==> src/rtl/pipe_stage_reg_if.sv <==
// Stage-boundary bundle for pipe_stage_reg: controls and upstream slot in, registered slot out.
// Defaults match the stage register's defaults so an unparameterised pair connects cleanly.
interface pipe_stage_reg_if #(
  parameter int PAYLOAD_W = 96,
  parameter int EXC_W     = 5,
  parameter int CNT_W     = 8
);
  logic                 En;
  logic                 Flush;
  logic                 Bubble;
  logic                 ValidIn;
  logic                 BDIn;
  logic [31:0]          InstrIn;
  logic [31:0]          PCIn;
  logic [4:0]           A3In;
  logic [PAYLOAD_W-1:0] PayloadIn;
  logic [EXC_W-1:0]     ExcIn;
  logic [EXC_W-1:0]     ExcNew;
  logic                 ValidOut;
  logic                 BDOut;
  logic [31:0]          InstrOut;
  logic [31:0]          PCOut;
  logic [4:0]           A3Out;
  logic [PAYLOAD_W-1:0] PayloadOut;
  logic [EXC_W-1:0]     ExcOut;
  logic                 HasExc;
  logic [CNT_W-1:0]     StallCnt;

  modport master (
    output En, Flush, Bubble, ValidIn, BDIn, InstrIn, PCIn, A3In, PayloadIn, ExcIn, ExcNew,
    input  ValidOut, BDOut, InstrOut, PCOut, A3Out, PayloadOut, ExcOut, HasExc, StallCnt
  );

  modport slave (
    input  En, Flush, Bubble, ValidIn, BDIn, InstrIn, PCIn, A3In, PayloadIn, ExcIn, ExcNew,
    output ValidOut, BDOut, InstrOut, PCOut, A3Out, PayloadOut, ExcOut, HasExc, StallCnt
  );
endinterface

==> src/rtl/pipe_stage_reg.sv <==
// Parametrised MIPS inter-stage register with hold, flush, PC-preserving bubble and exception merge.
// One-cycle latency; En=0 holds the slot and counts consecutive stall cycles (saturating).
module pipe_stage_reg #(
  parameter int          PAYLOAD_W = 96,
  parameter int          EXC_W     = 5,
  parameter logic [31:0] PC_RST    = 32'h0000_3000,
  parameter int          CNT_W     = 8
) (
  input  logic             Clk,
  input  logic             Reset,
  pipe_stage_reg_if.slave  bus
);

  typedef struct packed {
    logic                 valid;
    logic                 bd;
    logic [31:0]          instr;
    logic [31:0]          pc;
    logic [4:0]           a3;
    logic [PAYLOAD_W-1:0] payload;
    logic [EXC_W-1:0]     exc;
  } stage_t;

  stage_t           st;
  logic [CNT_W-1:0] stall_cnt;
  logic [EXC_W-1:0] exc_merged;

  // The oldest exception in program order is the one already carried down the pipe.
  assign exc_merged = (bus.ExcIn != '0) ? bus.ExcIn : bus.ExcNew;

  always_ff @(posedge Clk) begin
    if (Reset || bus.Flush) begin
      st        <= '0;
      st.pc     <= PC_RST;
      stall_cnt <= '0;
    end else if (!bus.En) begin
      if (stall_cnt != {CNT_W{1'b1}})
        stall_cnt <= stall_cnt + CNT_W'(1);
    end else if (bus.Bubble) begin
      st.valid   <= 1'b0;
      st.instr   <= '0;
      st.a3      <= '0;
      st.payload <= '0;
      st.exc     <= '0;
      st.pc      <= bus.PCIn;
      st.bd      <= bus.BDIn;
      stall_cnt  <= '0;
    end else begin
      st.valid   <= bus.ValidIn;
      st.bd      <= bus.BDIn;
      st.instr   <= bus.InstrIn;
      st.pc      <= bus.PCIn;
      st.payload <= bus.PayloadIn;
      st.a3      <= bus.ValidIn ? bus.A3In : 5'd0;
      st.exc     <= bus.ValidIn ? exc_merged : '0;
      stall_cnt  <= '0;
    end
  end

  assign bus.ValidOut   = st.valid;
  assign bus.BDOut      = st.bd;
  assign bus.InstrOut   = st.instr;
  assign bus.PCOut      = st.pc;
  assign bus.A3Out      = st.a3;
  assign bus.PayloadOut = st.payload;
  assign bus.ExcOut     = st.exc;
  assign bus.HasExc     = (st.exc != '0);
  assign bus.StallCnt   = stall_cnt;

endmodule

==> src/flat_wrapper.sv <==
// flat-port wrapper written by rule: the top's interface ports become plain ports
module pipe_stage_reg_flat 
#(
  parameter int          PAYLOAD_W = 96,
  parameter int          EXC_W     = 5,
  parameter logic [31:0] PC_RST    = 32'h0000_3000,
  parameter int          CNT_W     = 8
)
  (Clk, Reset, bus_En, bus_Flush, bus_Bubble, bus_ValidIn, bus_BDIn, bus_InstrIn, bus_PCIn, bus_A3In, bus_PayloadIn, bus_ExcIn, bus_ExcNew, bus_ValidOut, bus_BDOut, bus_InstrOut, bus_PCOut, bus_A3Out, bus_PayloadOut, bus_ExcOut, bus_HasExc, bus_StallCnt);
  pipe_stage_reg_if #(.PAYLOAD_W(PAYLOAD_W), .EXC_W(EXC_W), .CNT_W(CNT_W)) bus_i ();
  input  logic Clk;
  input  logic Reset;
  input wire logic [$bits(bus_i.En)-1:0] bus_En;
  input wire logic [$bits(bus_i.Flush)-1:0] bus_Flush;
  input wire logic [$bits(bus_i.Bubble)-1:0] bus_Bubble;
  input wire logic [$bits(bus_i.ValidIn)-1:0] bus_ValidIn;
  input wire logic [$bits(bus_i.BDIn)-1:0] bus_BDIn;
  input wire logic [$bits(bus_i.InstrIn)-1:0] bus_InstrIn;
  input wire logic [$bits(bus_i.PCIn)-1:0] bus_PCIn;
  input wire logic [$bits(bus_i.A3In)-1:0] bus_A3In;
  input wire logic [$bits(bus_i.PayloadIn)-1:0] bus_PayloadIn;
  input wire logic [$bits(bus_i.ExcIn)-1:0] bus_ExcIn;
  input wire logic [$bits(bus_i.ExcNew)-1:0] bus_ExcNew;
  output wire logic [$bits(bus_i.ValidOut)-1:0] bus_ValidOut;
  output wire logic [$bits(bus_i.BDOut)-1:0] bus_BDOut;
  output wire logic [$bits(bus_i.InstrOut)-1:0] bus_InstrOut;
  output wire logic [$bits(bus_i.PCOut)-1:0] bus_PCOut;
  output wire logic [$bits(bus_i.A3Out)-1:0] bus_A3Out;
  output wire logic [$bits(bus_i.PayloadOut)-1:0] bus_PayloadOut;
  output wire logic [$bits(bus_i.ExcOut)-1:0] bus_ExcOut;
  output wire logic [$bits(bus_i.HasExc)-1:0] bus_HasExc;
  output wire logic [$bits(bus_i.StallCnt)-1:0] bus_StallCnt;
  assign bus_i.En = bus_En;
  assign bus_i.Flush = bus_Flush;
  assign bus_i.Bubble = bus_Bubble;
  assign bus_i.ValidIn = bus_ValidIn;
  assign bus_i.BDIn = bus_BDIn;
  assign bus_i.InstrIn = bus_InstrIn;
  assign bus_i.PCIn = bus_PCIn;
  assign bus_i.A3In = bus_A3In;
  assign bus_i.PayloadIn = bus_PayloadIn;
  assign bus_i.ExcIn = bus_ExcIn;
  assign bus_i.ExcNew = bus_ExcNew;
  assign bus_ValidOut = bus_i.ValidOut;
  assign bus_BDOut = bus_i.BDOut;
  assign bus_InstrOut = bus_i.InstrOut;
  assign bus_PCOut = bus_i.PCOut;
  assign bus_A3Out = bus_i.A3Out;
  assign bus_PayloadOut = bus_i.PayloadOut;
  assign bus_ExcOut = bus_i.ExcOut;
  assign bus_HasExc = bus_i.HasExc;
  assign bus_StallCnt = bus_i.StallCnt;
  pipe_stage_reg #(.PAYLOAD_W(PAYLOAD_W), .EXC_W(EXC_W), .PC_RST(PC_RST), .CNT_W(CNT_W)) u_core (.Clk(Clk), .Reset(Reset), .bus(bus_i));
endmodule
==> config.mk <==
export PLATFORM = sky130hd
export DESIGN_NAME = pipe_stage_reg_flat
export DESIGN_NICKNAME = d
export VERILOG_FILES = /design/src/rtl/pipe_stage_reg_if.sv /design/src/rtl/pipe_stage_reg.sv /design/src/flat_wrapper.sv
export SDC_FILE = /design/constraint.sdc
export NUM_CORES = 1
export LEC_CHECK = 0
export ABC_AREA = 1
export BUFFER_PORTS_ARGS = -buffer_cell sky130_fd_sc_hd__buf_2
export CAP_MARGIN = 5
export CORE_AREA = 2 2 142 144
export DETAILED_ROUTE_END_ITERATION = 10
export DIE_AREA = 0 0 144 146
export PLACE_DENSITY = 0.6
export SYNTH_ARGS = -nofsm -noshare
export SYNTH_HDL_FRONTEND = slang
export SYNTH_SLANG_ARGS = --single-unit
==> constraint.sdc <==
create_clock -name Clk -period 1.5 [get_ports Clk]
set_clock_uncertainty 0.2 [all_clocks]
set_input_delay 0.15 -clock Clk [delete_from_list [all_inputs] [get_ports Clk]]
set_output_delay 0.15 -clock Clk [all_outputs]
set_load 0.005 [all_outputs]
== Yosys cells after proc, flatten, opt, wreduce, memory -nomap -nowiden ==
Cells that the tools add are included.

* Add/sub/neg operators: 1
* Reductions and logical operators: 4
* Mux-type cells: 4
* Equality and inequality tests: 1

{| class="wikitable"
|+ Operator list
! operator !! number
|-
| 172-bit 2-to-1 mux || 1
|-
| 5-bit 2-to-1 mux || 3
|-
| 5-bit nonzero test || 2
|-
| 8-bit by 1-bit adder with 8-bit output (second input constant) || 1
|-
| 8-bit inequality test (second input constant) || 1
|-
| 2-bit OR reduction || 1
|-
| 1-bit logical OR || 1
|}

* Input bits: 182
* Register bits after elaboration: 180

== Logic depth before layout (Yosys ltp) ==
* Word-level depth: 4
* Mapped depth: 8

== Worst setup path after synthesis ==
Ideal clock, no wire load.

* Kind: flip-flop to flip-flop
* Start point: register u_core.stall_cnt[0], in the netlist u_core.bus.StallCnt[0]
* End point: register u_core.stall_cnt[0], in the netlist u_core.bus.StallCnt[0]
* Cell stages (with the launch flop): 7
* Period minus slack after synthesis: 1.428 ns
* Slack: 0.072 ns
* Arrival time: 1.113 ns
* Cells stage by stage: dfxtp_1 -> ha_1 -> nand2_1 -> inv_1 -> nand3_1 -> nor2_1 -> nor2_1

* Longest elaborated chain between the ends: 1
* Elaborated cells between the ends (all ways): 2
* Those cells by class: add/sub: 1; eq/ne: 1

{| class="wikitable"
|+ RTL lines
! what !! RTL line !! source
|-
| start, declared || pipe_stage_reg.sv:25 || <nowiki>logic [CNT_W-1:0] stall_cnt;</nowiki>
|-
| start signal, assigned || pipe_stage_reg.sv:38 || <nowiki>stall_cnt <= stall_cnt + CNT_W'(1);</nowiki>
|-
| 8-bit by 1-bit adder with 8-bit output or 8-bit inequality test (tied branches) || pipe_stage_reg.sv:38, pipe_stage_reg.sv:37 ||
|}

Parallel ways exist; a longest one is shown, timed or not.
A chain may end at the register's enable or synchronous reset.

== Final worst setup path ==
* Start point: register u_core.st, in the netlist u_core.bus.ExcOut[4]
* End point: output port bus_HasExc

* Longest elaborated chain between the ends: 1

{| class="wikitable"
|+ RTL lines
! what !! RTL line !! source
|-
| start, declared || pipe_stage_reg.sv:24 || <nowiki>stage_t st;</nowiki>
|-
| 5-bit nonzero test || pipe_stage_reg.sv:67 || <nowiki>assign bus.HasExc = (st.exc != '0);</nowiki>
|-
| end, declared || flat_wrapper.sv:31 || <nowiki>output wire logic [$bits(bus_i.HasExc)-1:0] bus_HasExc;</nowiki>
|}

Every way passes these cells.

==> results.md <==
* First-pass GRT wire length at 33400 microns
* Cell Area, Synth at 0.00620 sq mm
* Max cap viols at 0
* Depth of the CTS H-tree at 4
* Commonest non-fill, non-tap cell in the layout: nand2_1
* Hold slack at -25.2 ps
* Max Fanout on Critical Path at 3
* CTS root buf: clkbuf_16
* Clock buffer depth at 2
* Area delta synth->final at 77.0%
* Gr ovfl total at 0
* Routed vias/inst at 4.29
* Critical path startpoint category: flop
* Failing checks: hold timing
* Fin crit share at 0.973
* FP Rows at 51
* 1st-iter DRT viols at 213
* Final hold vios at 1
* Die area at 0.0210 sq mm
* Post-route ant nets at 0
* YS warnings at 0
* HP Class: input port to flop
* RePlAce Congestion at 0.827
* Worst-margin pin slew at 331 ps
* Initial antenna violation count at 0
* Die Y at 146 microns
* Pwr Density at 939 mW/mm^2
* Initial Util at 0.321
* Placement Cell Area at 0.00845 sq mm
* Post-route cell area at 0.0110 sq mm
* Worst-path clk slew at 60 ps
* Post-Route WL at 21800 microns
* Yosys cell types at 20
* Detailed-router iteration count before antenna repair at 6
* Total CTS buffers at 17
* Nets at 1569
* WL per Instance at 13.1 microns
* Worst VDD drop at 0.714 mV
* Core area at 0.0193 sq mm
* Setup TNS at 0 ps
* Syn_nets at 1004
* DP HPWL at 13900 microns
* Post-route minimum period at 1460 ps
* Most frequent cells in the layout: 506 x nand2_1, 362 x buf_2, 195 x dlygate4sd3_1
* Post-Syn Instances at 821
* Ports at 363
* DRC errors left at 0
* Data arrival, critical path at 1110 ps
* F_max at 0.685 GHz
* Setup Fix Bufs, Post-CTS at 0
* Worst EP required at 1150 ps
* Ant diodes at 0
* Yosys reg bits at 180
* Final Max Slew Viols at 0
* Finish-stage setup viols at 0
* Total track usage at 0.199
* Seq/Total Area, Yosys at 0.581
* CTS tree: built
* Setup crit end kind: output pin
* Outcome: finished with violations
* Layout cells sized above 1 at 0.308
* Fillers at 1709
* Crit Path Class: flop to output pin
* Vias in the first global route at 7085
* Slew headroom at 0.779
* Clock sinks at 180
* Die W at 144 microns
* IO Port Bufs at 362
* RSZ-0062 raised after global routing: true
* Worst skew pair latency at 420 ps
* Avg Synthesized Cell Area at 7.55 sq um
* Largest net degree at the start of global routing at 43
* Pleak at 5.89 nW
* Total number of vias at 7134
==> timing repair <==
action | CTS | global route
hold buffers | 195 | 0
setup endpoints to repair | 1 | 9
pin swaps | 0 | 2
gates resized for setup | 1 | 4
endpoints found under the hold margin | 172 | 0
==> cells in the mapped netlist, drive strengths merged <==
cell type | instances | area, sq um
nor3 | 1 | 5.00
a21oi | 32 | 160
o21bai | 1 | 7.51
inv | 24 | 90.1
nor2 | 19 | 83.8
dfxtp | 180 | 3600
nand3 | 9 | 45.0
nand2 | 506 | 1900
ha | 1 | 12.5
a31oi | 1 | 6.26
clkbuf | 4 | 15.0
o21ai | 3 | 15.0
buf | 35 | 226
nand4 | 5 | 31.3
==> cell families after synthesis <==
kind of cell / Yosys count / share of synthesized area
AND/OR/NAND/NOR: 540 / 0.333
flip-flops: 180 / 0.581
buffers and inverters: 63 / 0.0535
AO/OA/AOI/OAI: 37 / 0.0305
adder cells (fa/ha/maj): 1 / 0.00202
==> cell type report <==
type                       instances  area (sq um)  area share
clock buffer                      19           433      0.0394
clock inverter                    12           121      0.0111
inverter                          24          91.3     0.00832
multi-input combinational        578          2280       0.208
sequential                       180          3610       0.329
tap                              265           332      0.0302
timing repair buffer             585          4110       0.375
==> final timing paths <==
check / from / to / slack (ps) / cells after the start
setup / recovery: u_core.bus.ExcOut[4] / bus_HasExc / 40 / 3
hold / removal: bus_Flush / u_core.bus.ValidOut / -30 / 5
setup reg to reg: u_core.bus.StallCnt[0] / u_core.bus.StallCnt[6] / 80 / 8
hold reg to reg: u_core.bus.PayloadOut[17] / u_core.bus.PayloadOut[17] / 250 / 2
==> stage by stage <==
step	setup WS [ps]	utilization	cells	hold WS [ps]	power [mW]
after global placement	55.2	0.437	1437	137	5.72
final	40.5	0.568	1663	-25.2	10.3
after floorplan	72.4	-	821	53.1	5.28
after global routing	-9.41	0.568	1663	5.17	10.7
after CTS	11.0	0.567	1663	2.95	10.4
after detailed placement	45.8	0.437	1437	140	5.72
==> sequential cells by signal, indices dropped and copies added (netlist names) <==
signal and flops:
u_core.bus.ValidOut 1, u_core.bus.ExcOut 5, u_core.bus.PCOut 32, u_core.bus.BDOut 1
u_core.bus.InstrOut 32, u_core.bus.PayloadOut 96, u_core.bus.StallCnt 8, u_core.bus.A3Out 5
==> metal layers <==
metal | global-route usage | vias to the layer above | share of wire | routed length, microns
met1 | 0.207 | 3159 | 0.38 | 8360
met3 | 0.0648 | 62 | 0.081 | 1760
li1 | - | 3617 | - | -
met4 | 0.100 | 0 | 0.041 | 891
met2 | 0.355 | 296 | 0.50 | 10800
met5 | 0 | - | 0 | 0
==> where the power goes <==
part           leakage, nW  switching [mW]  internal [mW]
registers             1.46          0.0506           4.88
logic                 4.18           0.424          0.676
clock network        0.257            1.96           2.31
total                 5.89            2.44           7.87
==> worst max-delay path, stage by stage, from the launching register on <==
cell and delay [ps]:
dfxtp_2 330, nor3_2 160, nand2_1 70, buf_2 130
Power figures use the tool's default switching activity.
